==> config.mk <==
export PLATFORM = sky130hd
export DESIGN_NAME = bcd_dpd_packer
export DESIGN_NICKNAME = d
export VERILOG_FILES = /design/src/rtl/bcd_dpd_packer.sv
export SDC_FILE = /design/constraint.sdc
export NUM_CORES = 1
export LEC_CHECK = 0
export BUFFER_PORTS_ARGS = -buffer_cell sky130_fd_sc_hd__buf_4
export CORE_MARGIN = 2
export CORE_UTILIZATION = 45
export CTS_CLUSTER_DIAMETER = 80
export CTS_CLUSTER_SIZE = 30
export DETAILED_ROUTE_END_ITERATION = 12
export PLACE_DENSITY = 0.65
export SYNTH_ARGS = -nofsm -noshare
export SYNTH_HDL_FRONTEND = slang
export SYNTH_SLANG_ARGS = --single-unit
==> constraint.sdc <==
create_clock -name clk -period 6.2 [get_ports clk]
set_input_delay 0.93 -clock clk [delete_from_list [all_inputs] [get_ports clk]]
set_output_delay 0.93 -clock clk [all_outputs]
set_load 0.005 [all_outputs]
==> src/rtl/bcd_dpd_packer.sv <==
// ---------------------------------------------------------------------------
// bcd_dpd_packer
//
// Collects up to three BCD digits (most significant first) into a group and
// presents that group as a 10-bit IEEE 754 densely packed decimal declet.
// The same group is also presented as its plain binary value.
// A group closes after its third digit, or earlier when in_last is seen.
// Digits not supplied are zero-filled on the right.
//
// Ports
//   clk        : single clock, rising edge
//   rst        : asynchronous active-high reset
//   in_valid   : in_digit is presented
//   in_ready   : block accepts a digit this cycle (NOT out_valid)
//   in_digit   : one BCD digit, most significant first
//   in_last    : accepted digit closes the current group
//   out_valid  : declet is held on the outputs
//   out_ready  : consumer takes the declet
//   out_dpd    : DPD encoding of the group (bit 9 = p ... bit 0 = y)
//   out_bin    : d2*100 + d1*10 + d0
//   out_count  : number of real digits in the group (1..3)
//   out_last   : group was closed by in_last
//   out_err    : at least one digit of the group was >= 10
// ---------------------------------------------------------------------------
module bcd_dpd_packer (
    input  logic       clk,
    input  logic       rst,
    input  logic       in_valid,
    output logic       in_ready,
    input  logic [3:0] in_digit,
    input  logic       in_last,
    output logic       out_valid,
    input  logic       out_ready,
    output logic [9:0] out_dpd,
    output logic [9:0] out_bin,
    output logic [1:0] out_count,
    output logic       out_last,
    output logic       out_err
);

    typedef enum logic [1:0] {ACC0, ACC1, ACC2, FULL} state_t;

    state_t     state_q, state_d;
    logic [3:0] d2_q, d2_d;
    logic [3:0] d1_q, d1_d;
    logic       err_q, err_d;
    logic [9:0] dpd_q, dpd_d;
    logic [9:0] bin_q, bin_d;
    logic [1:0] count_q, count_d;
    logic       last_q, last_d;
    logic       gerr_q, gerr_d;

    logic       accept;
    logic       digBad;
    logic [3:0] digClean;
    logic [3:0] g2, g1, g0;
    logic [1:0] gCount;

    // Table-driven DPD encoder. a/e/i flag the "large" digits (8 or 9);
    // for a large digit only its low bit carries information.
    function automatic logic [9:0] dpdEncode(input logic [3:0] h,
                                             input logic [3:0] t,
                                             input logic [3:0] u);
        logic [9:0] r;
        case ({h[3], t[3], u[3]})
            3'b000:  r = {h[2:0], t[2:0], 1'b0, u[2:0]};
            3'b001:  r = {h[2:0], t[2:0], 1'b1, 2'b00, u[0]};
            3'b010:  r = {h[2:0], u[2:1], t[0], 1'b1, 2'b01, u[0]};
            3'b100:  r = {u[2:1], h[0], t[2:0], 1'b1, 2'b10, u[0]};
            3'b110:  r = {u[2:1], h[0], 2'b00, t[0], 1'b1, 2'b11, u[0]};
            3'b101:  r = {t[2:1], h[0], 2'b01, t[0], 1'b1, 2'b11, u[0]};
            3'b011:  r = {h[2:0], 2'b10, t[0], 1'b1, 2'b11, u[0]};
            default: r = {2'b00, h[0], 2'b11, t[0], 1'b1, 2'b11, u[0]};
        endcase
        return r;
    endfunction

    assign in_ready  = (state_q != FULL);
    assign out_valid = (state_q == FULL);
    assign out_dpd   = dpd_q;
    assign out_bin   = bin_q;
    assign out_count = count_q;
    assign out_last  = last_q;
    assign out_err   = gerr_q;

    assign accept   = in_valid && in_ready;
    assign digBad   = (in_digit > 4'd9);
    assign digClean = digBad ? 4'd0 : in_digit;

    // The group as it would look if the digit on the bus closed it now:
    // stored digits first, the incoming digit next, zeros after that.
    always_comb begin
        g2     = d2_q;
        g1     = 4'd0;
        g0     = 4'd0;
        gCount = 2'd3;
        case (state_q)
            ACC0: begin
                g2     = digClean;
                gCount = 2'd1;
            end
            ACC1: begin
                g1     = digClean;
                gCount = 2'd2;
            end
            ACC2: begin
                g1     = d1_q;
                g0     = digClean;
                gCount = 2'd3;
            end
            default: begin
                g2     = d2_q;
            end
        endcase
    end

    // Next-state logic. Output registers are loaded only when a group closes
    // and are cleared again when the consumer takes it, so they read zero
    // everywhere outside FULL.
    always_comb begin
        state_d = state_q;
        d2_d    = d2_q;
        d1_d    = d1_q;
        err_d   = err_q;
        dpd_d   = dpd_q;
        bin_d   = bin_q;
        count_d = count_q;
        last_d  = last_q;
        gerr_d  = gerr_q;

        if (state_q == FULL) begin
            if (out_ready) begin
                state_d = ACC0;
                dpd_d   = 10'd0;
                bin_d   = 10'd0;
                count_d = 2'd0;
                last_d  = 1'b0;
                gerr_d  = 1'b0;
            end
        end else if (accept) begin
            if (state_q == ACC2 || in_last) begin
                state_d = FULL;
                dpd_d   = dpdEncode(g2, g1, g0);
                bin_d   = {6'd0, g2} * 10'd100 + {6'd0, g1} * 10'd10 + {6'd0, g0};
                count_d = gCount;
                last_d  = in_last;
                gerr_d  = err_q | digBad;
                d2_d    = 4'd0;
                d1_d    = 4'd0;
                err_d   = 1'b0;
            end else if (state_q == ACC0) begin
                state_d = ACC1;
                d2_d    = digClean;
                err_d   = err_q | digBad;
            end else begin
                state_d = ACC2;
                d1_d    = digClean;
                err_d   = err_q | digBad;
            end
        end
    end

    // State and datapath registers; reset drops any partial or held group.
    always_ff @(posedge clk or posedge rst) begin
        if (rst) begin
            state_q <= ACC0;
            d2_q    <= 4'd0;
            d1_q    <= 4'd0;
            err_q   <= 1'b0;
            dpd_q   <= 10'd0;
            bin_q   <= 10'd0;
            count_q <= 2'd0;
            last_q  <= 1'b0;
            gerr_q  <= 1'b0;
        end else begin
            state_q <= state_d;
            d2_q    <= d2_d;
            d1_q    <= d1_d;
            err_q   <= err_d;
            dpd_q   <= dpd_d;
            bin_q   <= bin_d;
            count_q <= count_d;
            last_q  <= last_d;
            gerr_q  <= gerr_d;
        end
    end

endmodule

After elaboration in Yosys (flattened, before gate mapping)
Index checks and enable logic that the tools add are counted.
Operators by class
  $add $sub $neg: 2
  multiply operators: 2
  magnitude comparators: 1
  equal/unequal tests: 12
  muxes and demuxes: 32
  bitwise gates (word level): 2
  reduce and logical (&&, ||, !) cells: 10
Operators by type and width (number)
  two-way mux 10 bit: 7
  one-hot mux 10 bit (7 select lines): 1
  two-way mux 4 bit: 6
  two-way mux 2 bit: 8
  adder 10 x 4 -> 10 bit: 1
  adder 10 x 8 -> 10 bit: 1
  equality test 3 bit (second input constant): 3
  multiplier 4 x 5 -> 8 bit (second input constant): 1
  two-way mux 1 bit: 8
  one-hot mux 4 bit (2 select lines): 1
  multiplier 4 x 3 -> 7 bit (second input constant): 1
  equality test 3 x 2 -> 1 bit (second input constant): 2
  AND reduction 3 bit: 2
  equality test 2 bit (second input constant): 2
  greater-than comparator 4 bit (second input constant): 1
  inequality test 2 bit (second input constant): 2
  one-hot mux 2 bit (2 select lines): 1
  AND reduction 2 bit: 2
  nonzero test 2 bit: 2
  equality test 3 x 1 -> 1 bit (second input constant): 1
  zero test 3 bit: 1
  equality test 2 x 1 -> 1 bit (second input constant): 1
  zero test 2 bit: 1
  inequality test 2 x 1 -> 1 bit (second input constant): 1
  other kinds (4): 4
Word-level totals
  bits in registers: 35
  input port bits: 9
  output and inout port bits: 26
  word-level logic and storage cells: 70

Longest topological paths before layout
Gate-level depths: netlist of the first run.
  depth in word-level cells: 9
  gate-level depth with buffers: 18
  gate-level depth less buffers: 17

Worst setup path before layout of the first run
Ideal clock, no wire load.
  kind: input to register
  from: input in_digit[2]
  to: register bin_q[9] (netlist: out_bin[9])
  setup time: 139 ps
  arrival time: 3719 ps
  required time: 6061 ps
  slack: 2342 ps
  stages: 16
  buffers on the path: 0
  cell sequence: o21a_1 nor2b_1 a22oi_1 nor2b_1 ha_1 ha_1 inv_1 fa_1 xnor2_1 ha_1 ha_1 o21a_1 o21a_1 o22ai_1 xnor2_1 o21ai_1
On the way
  cells in the longest elaborated chain, start to end: 9
  elaborated cells between the ends (all ways): 12
  classes of those cells: add/sub (2); mul (2); order compare (1); mux (7)
RTL lines
  from (decl): RTL line 30  | input logic [3:0] in_digit,
  greater-than comparator 4 bit: RTL line 87  | assign digBad = (in_digit > 4'd9);
  two-way mux 4 bit *: RTL line 88  | assign digClean = digBad ? 4'd0 : in_digit;
  two-way mux 4 bit / one-hot mux 4 bit (2 select lines) (equally long branches)
  multiplier 4 x 5 -> 8 bit / multiplier 4 x 3 -> 7 bit (equally long branches): RTL line 144  | bin_d = {6'd0, g2} * 10'd100 + {6'd0, g1} * 10'd10 + {6'd0, g0};
  adder 10 x 8 -> 10 bit: RTL line 144
  adder 10 x 4 -> 10 bit *: RTL line 144
  two-way mux 10 bit *: RTL line 141  | if (state_q == ACC2 || in_last) begin
  two-way mux 10 bit *: RTL line 140  | end else if (accept) begin
  two-way mux 10 bit *: RTL line 131  | if (state_q == FULL) begin
  to (signal assigned): RTL line 181  | bin_q <= bin_d;
  to (decl): RTL line 48  | logic [9:0] bin_q, bin_d;
Mark *: on every way between the ends. The rest lies on a longest branch, timed or not. The select of a mux whose other input is x is not followed.
A chain may end at the register's enable or synchronous reset.

Worst setup path after layout of the first run
Same ends and word-level chain as after synthesis.

==> results of run 1 <==
## per-layer routing
metal | up-vias | GRT usage (%)
li1 | 909 | -
met1 | 893 | 29.2
met2 | 47 | 29.2
met3 | 9 | 4.89
met4 | 0 | 5.26
met5 | - | 0
## cell families after synthesis
group,count (synthesis)
compound gates,70
mux,4
fa+ha+maj,33
flops,34
xor+xnor,9
buf+inv,30
simple gates,65
## cell usage in the layout (no fill, tap or decap), types with 2 or more instances in the layout
cell type / Yosys / final
o21bai_1: 2 / 2
a211oi_1: 2 / 2
nor2b_1: 7 / 7
clkbuf_8: 0 / 5
nor2_1: 10 / 10
dfrtp_1: 34 / 34
ha_1: 28 / 28
nand2_1: 30 / 30
and2_1: 3 / 3
a22o_1: 8 / 8
buf_4: 3 / 35
nand3_1: 4 / 4
nand2b_1: 4 / 4
xnor2_1: 6 / 6
o21ai_0: 12 / 12
xor2_1: 3 / 3
mux2_1: 2 / 2
a22oi_1: 2 / 2
a211o_1: 2 / 2
inv_1: 20 / 20
o21a_1: 3 / 3
fa_1: 5 / 5
o21ai_1: 18 / 18
a21oi_1: 11 / 11
o22ai_1: 2 / 2
mux2i_1: 2 / 2
bufinv_16: 0 / 2
inv_2: 2 / 2
a32o_1: 2 / 2
## per-stage QoR
stage | util, % | setup WS, ns
floorplan | - | 2.34
finish | 54.9 | 2.07
global route | 54.9 | 1.79
CTS | 54.9 | 2.08
global placement | 52.2 | 1.88
detailed placement | 52.2 | 1.79
## registers in the layout (all words and copies together), names as in the netlist, 2 cells and up
name	count
out_dpd	10
out_bin	9
d1_q	4
d2_q	4
out_count	2
state_q	2
## how the worst max path moves through the flow
stage	cells past startpoint	slack [ns]	end
3_5_place_dp	17	1.79	out_bin[9]
2_1_floorplan	16	2.34	out_bin[9]
3_3_place_gp	17	1.88	out_bin[9]
4_1_cts	17	2.08	out_bin[9]
5_1_grt	17	1.79	out_bin[9]
6_report	17	2.07	out_bin[9]
## worst register-to-register path, cell delays in order, from the launching register on
cell     delay (ns)
dfrtp_1        0.44
inv_1          0.10
ha_1           0.50
a22oi_1        0.18
nor2b_1        0.34
ha_1           0.22
ha_1           0.16
inv_1          0.06
fa_1           0.37
xnor2_1        0.19
ha_1           0.26
ha_1           0.35
o21a_1         0.20
o21a_1         0.17
o22ai_1        0.15
xnor2_1        0.14
o21ai_1        0.07
## cell type report
class,count,area [sq um],share of cell area (%)
multi-input combinational,181,1350,48.7
sequential,34,851,30.7
timing repair buffer,35,263,9.49
tap,70,87.6,3.16
inverter,22,82.6,2.98
clock buffer,5,68.8,2.49
clock inverter,3,68.8,2.49
## report_power, final
part / total (W) / switching [W] / internal, W
combinational: 0.000511 / 0.000284 / 0.000227
clock: 0.000252 / 0.0000908 / 0.000161
sequential: 0.000342 / 0.0000468 / 0.000295
total: 0.00111 / 0.000422 / 0.000684
==> flow_summary.json, run 1 <==
{
  "reg2reg_from": "state_q[0]",
  "dpl_cell_area_sq_um": 2630,
  "dp.cells": 342,
  "r2r_cells": 16,
  "rows": 26,
  "worst_path_most_repeated_cell": "ha_1",
  "finalSetupViolCount": 0,
  "cp_slowest_stage_delay_ns": 0.37,
  "arrival_ns": 4.28,
  "antenna_left": 0,
  "yosys.area.top_type_share_pct": 36.6,
  "critical_path.top_delay_family": "adder cells",
  "layout_min_cycle_time_ns": 4.13,
  "place_congestion": 0.834,
  "holdBufCountCts": 0,
  "grt_use_total_pct": 19.9,
  "syn2layout_area_growth_pct": 19.0,
  "outcome": "finished clean",
  "worst_pin_slew_ns": 0.752,
  "holdWs_ns": 0.471,
  "crit_buf_inv": 2,
  "rrSetupSlack_ns": 2.19,
  "timing.rr.end": "out_bin[9]",
  "grt_pass1_vias": 1777,
  "wl_met3_um": 232,
  "cts_buffer_depth": 2,
  "path_cells": "buf_4 -> o21a_1 -> nor2b_1 -> a22oi_1 -> nor2b_1 -> ha_1 -> ha_1 -> inv_1 -> fa_1 -> xnor2_1 -> ha_1 -> ha_1 -> o21a_1 -> o21a_1 -> o22ai_1 -> xnor2_1 -> o21ai_1",
  "grt_start_max_net_pins": 35,
  "syn_avg_cell_area_sq_um": 9.49,
  "die_area_sq_um": 5760,
  "die_h_um": 75.9,
  "cellPowerDensity_nw_per_um2": 399,
  "top_layer": "met4",
  "power_w": 0.00111,
  "crit_type": "in2reg",
  "ys_seq_area_share_pct": 36.6,
  "fin_cells": 350,
  "fillCellCount": 448,
  "maxCapViolations": 0,
  "synth_cell_types": 42,
  "dr_wl_met2_mm": 2.35,
  "cts_tree": "done",
  "syn_inst": 245,
  "first_iter_violations": 100,
  "post-route-period-util_pct": 66.6,
  "initial_core_util_pct": 46.1,
  "required_ns": 6.35,
  "yosys.area_share.simple_pct": 13.7,
  "leakage_nw": 1.44,
  "grt_pass1_wl_mm": 8.51,
  "slew_headroom_pct": 49.6,
  "nNetsFinal": 321,
  "clk-insertion-delay-late_ns": 0.29,
  "start_kind": "primary input",
  "synth_adder_area_share_pct": 19.4,
  "path_clk_slew_ns": 0.08,
  "wire_per_inst_um": 14.8,
  "root_buffer": "clkbuf_8",
  "synth_area_leaders": "dfrtp_1 (37%), ha_1 (15%), nand2_1 (4.8%), fa_1 (4.3%), o21ai_1 (3.9%)",
  "drcViolationCount": 0,
  "worstHoldEndpoint": "out_err",
  "grt-ovfl-total": 0,
  "h-tree-depth": 2,
  "synth_xor_area_share_pct": 3.39,
  "async_flop_share_pct": 100,
  "port_buffers": 34,
  "dp_hpwl_mm": 3.88,
  "antenna_cells": 0,
  "synth_flop_cell": "dfrtp_1",
  "ios": 35,
  "hp-start": "out_err",
  "syn_area_sq_um": 2330,
  "num_vias": 1858,
  "core-area_sq_um": 5040,
  "cts_setup_buffers": 0,
  "synth_edf_count": 0,
  "wl_met1_mm": 2.53,
  "synth.largest_area_cell": "dfrtp_1",
  "ys_ff_latch": 34,
  "rsz0062_at_grt": "no",
  "timing.fmax_ghz": 0.242,
  "synth_fp_nets": 287,
  "min_path_type": "reg2reg",
  "synth_commonest_cells": "dfrtp_1 (34), nand2_1 (30), ha_1 (28), inv_1 (20), o21ai_1 (18)",
  "drt-total-wl_mm": 5.18,
  "setup_tns_ns": 0,
  "cp-startpoint": "in_digit[2]",
  "grt_antenna_before_repair": 0,
  "yosysMostFrequentCell": "dfrtp_1",
  "synth_mux_area_share_pct": 1.83,
  "finClkSkew_ns": 0.0104,
  "ir_drop_v": 0.000201,
  "report.final.slew_viol_count": 0,
  "crit_path_end_kind": "flop",
  "cp_slowest_cell": "fa_1",
  "drive_above_1_share_pct": 18.2,
  "synth_warnings": 0,
  "synth_top_family_by_area": "compound AO/OA/AOI/OAI gates",
  "hold_viol": 0,
  "firstDrtPassIters": 4,
  "clock-sinks": 34,
  "numCtsBuffers": 5,
  "post_cts_resized": 0,
  "die_x_um": 75.9,
  "whs_path_depth": 2,
  "path_max_fanout": 5,
  "via_per_inst": 5.31,
  "synth-compound-area-share_pct": 19.7,
  "post-route-cell-area_sq_um": 2770
}
Power figures use the tool's default switching activity.
==> run 2, diff against run 1 <==
PLACE_DENSITY = 0.68   (was 0.65)
clock period = 3.6 ns   (was 6.2 ns; I/O delays follow)
==> run 2 against run 1 <==
Net effect: core utilization up 8.1 points; die area is the same; clock power rose by 71%.
==> flow_summary.json, run 2 (synthesis gave the netlist of run 1 again) <==
{
  "outcome": "finished clean",
  "post-route-period-util_pct": 96.2,
  "wire_per_inst_um": 14.6,
  "rrSetupSlack_ns": 0.14,
  "fillCellCount": 404,
  "clock-sinks": 34,
  "seqPwrFrac_pct": 27.3,
  "switching_share_pct": 37.0,
  "grt_start_max_net_pins": 35,
  "reg2reg_from": "state_q[1]",
  "maxCapViolations": 0,
  "worst_pin_slew_ns": 0.680,
  "grt_pass1_wl_mm": 8.63,
  "multi_input_area_sq_um": 1490,
  "drcViolationCount": 0,
  "port_buffers": 34,
  "h-tree-depth": 2,
  "report.final.slew_viol_count": 0,
  "p_comb_share_pct": 53.0,
  "power_w": 0.00218,
  "antenna_left": 0,
  "r2r_cells": 16,
  "place_congestion": 0.909,
  "core-area_sq_um": 5040,
  "crit_path_end_kind": "flop",
  "drive_above_1_share_pct": 34.2,
  "cellPowerDensity_nw_per_um2": 687,
  "p_int_w": 0.00137,
  "layout_min_cycle_time_ns": 3.46,
  "die_area_sq_um": 5760,
  "place_ws_ns": -0.0930,
  "finClkSkew_ns": 0.00600,
  "initial_core_util_pct": 46.1,
  "dp_hpwl_mm": 4.22,
  "grt-ovfl-total": 0,
  "start_kind": "flop",
  "drt-total-wl_mm": 5.64,
  "root_buffer": "clkbuf_8",
  "nNetsFinal": 357,
  "crit_buf_inv": 3,
  "final_cell_mix": "buf_4 (71), dfrtp_1 (33), nand2_1 (30), o21ai_1 (18), ha_1 (18)",
  "arrival_ns": 3.61,
  "timing.fmax_ghz": 0.289,
  "path_clk_slew_ns": 0.08,
  "grt_pass1_vias": 1848,
  "hold_viol": 0,
  "holdWs_ns": 0.339,
  "clockPowerShare_pct": 19.7,
  "p_switching_w": 0.000807,
  "via_per_inst": 5.19,
  "min_path_type": "in2async",
  "rows": 26,
  "clk-insertion-delay-late_ns": 0.29,
  "finalSetupViolCount": 0,
  "cp_slowest_cell": "fa_2",
  "antenna_cells": 0,
  "largest_reg_flops": 10,
  "cts_buffer_depth": 2,
  "cts_tree": "done",
  "grt_antenna_before_repair": 0,
  "crit_type": "reg2reg",
  "firstDrtPassIters": 5,
  "path_max_fanout": 4,
  "slew_headroom_pct": 54.3,
  "syn2layout_area_growth_pct": 36.6,
  "first_iter_violations": 154,
  "ir_drop_v": 0.000368,
  "leakage_nw": 1.61,
  "die_x_um": 75.9,
  "layout.area.seq_sq_um": 852,
  "ios": 35,
  "path_cells": "inv_2 -> ha_4 -> a22o_1 -> and2_4 -> ha_4 -> ha_2 -> inv_1 -> fa_2 -> inv_2 -> ha_4 -> ha_4 -> o21ai_1 -> o21bai_1 -> o22ai_2 -> xnor2_1 -> o21ai_1",
  "worst_slack_ns": 0.136,
  "numCtsBuffers": 5,
  "timing.rr.end": "out_bin[9]",
  "holdBufCountCts": 0,
  "grt_use_total_pct": 20.2,
  "layout_commonest_cell": "buf_4",
  "num_vias": 2005,
  "worst_path_most_repeated_cell": "ha_4",
  "die_h_um": 75.9,
  "critical_path.top_delay_family": "adder cells",
  "required_ns": 3.74,
  "cp_slowest_stage_delay_ns": 0.52
}
run 2: changes by cell type in the layout (fill, tap and decap cells not counted), moves of 2 or more:
cell,change
inv_2,+4
ha_4,+9
mux2i_1,-2
buf_4,+36
inv_1,-4
ha_1,-10
mux2i_2,+2
run 2: stage by stage:
stage	std cells	instance area, sq um	utilization, %	setup TNS, ns
final	386	3180	63.0	0
after global routing	386	3180	63.0	-0.0660
after CTS	380	3020	59.9	0
after detailed placement	371	2850	56.5	-0.116
after global placement	371	2850	56.5	-0.0347
after floorplan	245	2330	-	0
run 2: metal layers:
layer | global-route usage, % | up-vias | share of wire [%]
li1 | - | 982 | -
met1 | 27.3 | 971 | 46
met2 | 32.1 | 45 | 48
met3 | 4.50 | 7 | 4.3
met4 | 6.63 | 0 | 1.5
met5 | 0 | - | 0
run 2: what timing repair did:
| action | in CTS | in global routing |
|---|---|---|
| resized for setup | 7 | 17 |
| buffers inserted | 1 | 6 |
| pin swaps | 0 | 10 |
| endpoints found under the setup margin | 2 | 3 |
run 2: final cells by class:
type,count,area share (%)
flip-flops and latches,34,26.8
repair buffers,71,16.8
inverters,22,2.60
multi-input cells,181,46.7
well taps,70,2.76
clock inverters,3,2.17
clock buffers,5,2.17
run 2: power by group through the flow:
stage | combinational (W) | sequential, W | clock [W]
global placement | 0.000986 | 0.000589 | 0
global route | 0.00128 | 0.000610 | 0.000459
floorplan | 0.000573 | 0.000592 | 0
CTS | 0.00105 | 0.000593 | 0.000436
detailed placement | 0.000998 | 0.000597 | 0
finish | 0.00116 | 0.000596 | 0.000430
run 2: worst register-to-register path: stages, from the launching register on:
cell	delay, ns
dfrtp_1	0.43
inv_2	0.10
ha_4	0.19
a22o_1	0.22
and2_4	0.18
ha_4	0.25
ha_2	0.16
inv_1	0.05
fa_2	0.52
inv_2	0.05
ha_4	0.22
ha_4	0.27
o21ai_1	0.08
o21bai_1	0.24
o22ai_2	0.11
xnor2_1	0.18
o21ai_1	0.07
run 2: worst max path at each step:
| stage | from | endpoint | depth (start not counted) |
|---|---|---|---|
| 6_report | state_q[1] | out_bin[9] | 16 |
| 5_1_grt | state_q[1] | out_bin[8] | 14 |
| 4_1_cts | state_q[1] | out_bin[9] | 16 |
| 3_5_place_dp | in_digit[2] | out_bin[9] | 17 |
| 3_3_place_gp | in_digit[2] | out_bin[9] | 17 |
| 2_1_floorplan | state_q[0] | out_bin[9] | 17 |
==> run 3, diff against run 2 <==
ABC_AREA = 1   (was unset)
==> run 3 against run 2 <==
Net effect: first-iteration DRC count decreased by 29%; sequential share of layout area increased by 0.43 points; global-route usage increased by 0.76 points; count of clock-buffer cells in the layout increased by 1; cell count increased by 12%; total power decreased by 0.48%; combinational power increased by 10%; synthesized cell count increased by 22%; synthesized area increased by 4.3%; critical path depth increased by 1; critical endpoint is now out_bin[8].
==> flow_summary.json, run 3 <==
{
  "grt_use_total_pct": 21.0,
  "nNetsFinal": 402,
  "wire_per_inst_um": 13.6,
  "drcViolationCount": 0,
  "synth_fp_nets": 341,
  "report.final.slew_viol_count": 0,
  "slew_headroom_pct": 65.4,
  "required_ns": 3.79,
  "cellPowerDensity_nw_per_um2": 695,
  "seqPwrFrac_pct": 27.2,
  "num_vias": 2137,
  "maxCapViolations": 0,
  "layout_commonest_cell": "nand2_1",
  "synth.largest_area_cell": "dfrtp_1",
  "dp_hpwl_mm": 4.56,
  "fillCellCount": 481,
  "synth_commonest_cells": "nand2_1 (86), inv_1 (41), dfrtp_1 (34), ha_1 (28), nand3_1 (22)",
  "holdBufCountCts": 0,
  "ys_ff_latch": 34,
  "outcome": "finished clean",
  "syn2layout_area_growth_pct": 28.7,
  "die_h_um": 77.4,
  "use_met3_pct": 3.37,
  "cp-startpoint": "state_q[1]",
  "arrival_ns": 3.63,
  "cts_tree": "done",
  "grt.busiest_layer": "met2",
  "initial_core_util_pct": 47.2,
  "synth_edf_count": 0,
  "root_buffer": "clkbuf_8",
  "holdWs_ns": 0.338,
  "ios": 35,
  "syn_avg_cell_area_sq_um": 8.11,
  "min_path_type": "in2async",
  "antenna_cells": 0,
  "layout_min_cycle_time_ns": 3.45,
  "first_iter_violations": 110,
  "largest_reg_flops": 10,
  "p_int_w": 0.00125,
  "die_x_um": 77.4,
  "place_ws_ns": -0.0453,
  "crit_type": "reg2reg",
  "p_switching_w": 0.000919,
  "crit_path_end_kind": "flop",
  "timing.fmax_ghz": 0.290,
  "final_cell_mix": "nand2_1 (86), buf_4 (59), inv_1 (39), dfrtp_1 (34), nand3_1 (22)",
  "h-tree-depth": 2,
  "rows": 26,
  "yosysMostFrequentCell": "nand2_1",
  "fin_cells": 431,
  "start_kind": "flop",
  "path_clk_slew_ns": 0.08,
  "multi_input_area_sq_um": 1490,
  "leakage_nw": 1.70,
  "synth_cell_types": 32,
  "reg2reg_from": "state_q[1]",
  "power_w": 0.00217,
  "core-area_sq_um": 5140,
  "cts_buffer_depth": 2,
  "met2_usage_pct": 34.1,
  "post-route-period-util_pct": 95.7,
  "grt_antenna_before_repair": 0,
  "worst_slack_ns": 0.153,
  "ir_drop_v": 0.000304,
  "synth_warnings": 0,
  "clk-insertion-delay-late_ns": 0.30,
  "drive_above_1_share_pct": 26.6,
  "synth_flop_cell": "dfrtp_1",
  "die_area_sq_um": 5990,
  "drt-total-wl_mm": 5.85,
  "place_congestion": 0.965,
  "antenna_left": 0,
  "switching_share_pct": 42.3,
  "finalSetupViolCount": 0,
  "grt-ovfl-total": 0,
  "port_buffers": 34,
  "finClkSkew_ns": 0.00872,
  "numCtsBuffers": 5,
  "synth_area_leaders": "dfrtp_1 (35%), ha_1 (14%), nand2_1 (13%), inv_1 (6.3%), nand3_1 (4.5%)",
  "syn_area_sq_um": 2430,
  "dp.cells": 422,
  "worst_pin_slew_ns": 0.517,
  "clockPowerShare_pct": 14.0,
  "yosys.area.top_type_share_pct": 35.1,
  "hold_viol": 0,
  "firstDrtPassIters": 4,
  "via_per_inst": 4.96,
  "path_max_fanout": 4,
  "syn_inst": 299,
  "p_comb_share_pct": 58.8,
  "grt_start_max_net_pins": 35,
  "grt_pass1_vias": 2188,
  "ys_seq_area_share_pct": 35.1,
  "grt_pass1_wl_mm": 10.0,
  "met1_usage_pct": 28.0,
  "clock-sinks": 34,
  "async_flop_share_pct": 100,
  "layout.area.seq_sq_um": 851
}
==> run 3: critical path, stage by stage, from the launching register on <==
cell     delay (ns)
dfrtp_1        0.46
inv_2          0.15
ha_4           0.22
inv_1          0.17
a21oi_2        0.07
ha_1           0.28
ha_1           0.16
inv_1          0.05
fa_1           0.37
xor2_1         0.18
ha_1           0.32
ha_4           0.29
nand2_1        0.07
or2_2          0.29
nand3_1        0.09
nand2_1        0.06
nand2_1        0.07
o21ai_2        0.05
==> run 3: path summary, 6_finish.rpt <==
check                      slack [ns]  cells past startpoint         end
max                              0.15                     17  out_bin[8]
min                              0.34                      3  out_dpd[7]
max reg2reg                      0.15                     17  out_bin[8]
min reg2reg                      0.48                      2  out_bin[5]
max in group asynchronous        2.95                      3     d2_q[1]
min in group clk                 0.48                      2  out_bin[5]
==> run 3: power by group through the flow <==
stage          sequential [W]  clock (W)  combinational, W
4_1_cts              0.000585   0.000309           0.00118
5_1_grt              0.000609   0.000327           0.00143
3_5_place_dp         0.000591          0           0.00117
3_3_place_gp         0.000589          0           0.00116
2_1_floorplan        0.000591          0          0.000682
6_report             0.000591   0.000304           0.00128
==> run 3: kinds of logic (layout without fill, tap and decap cells) <==
family / after synthesis / after routing / synth area share (%)
flops: 34 / 34 / 35.1
compound gates: 45 / 45 / 11.4
fa+ha+maj: 33 / 33 / 18.6
simple gates: 135 / 135 / 25.6
xor+xnor: 4 / 4 / 1.44
buf+inv: 48 / 110 / 7.89
==> run 3: metal layers <==
layer | part of all wire [%] | vias to the layer above
li1 | - | 1095
met1 | 48 | 996
met2 | 47 | 38
met3 | 2.8 | 8
met4 | 1.6 | 0
met5 | 0 | -
==> run 3: what timing repair did <==
action | in CTS | in global routing
buffers inserted | 0 | 1
endpoints found under the setup margin | 0 | 4
resized for setup | 0 | 18
==> run 3: area by class of cell <==
cell class | count | area share (%)
Sequential cell | 34 | 27.2
Multi-Input combinational cell | 217 | 47.6
Tap cell | 70 | 2.80
Clock inverter | 2 | 0.401
Inverter | 43 | 5.17
Clock buffer | 6 | 2.64
Timing Repair Buffer | 59 | 14.2
==> run 3: through the flow <==
step                      cell area [sq um]  util (%)  TNS, ns
after detailed placement               2920      56.8  -0.0453
final                                  3120      60.8        0
after global placement                 2920      56.8        0
after global routing                   3120      60.8  -0.0295
after floorplan                        2430         -        0
after CTS                              3010      58.6        0
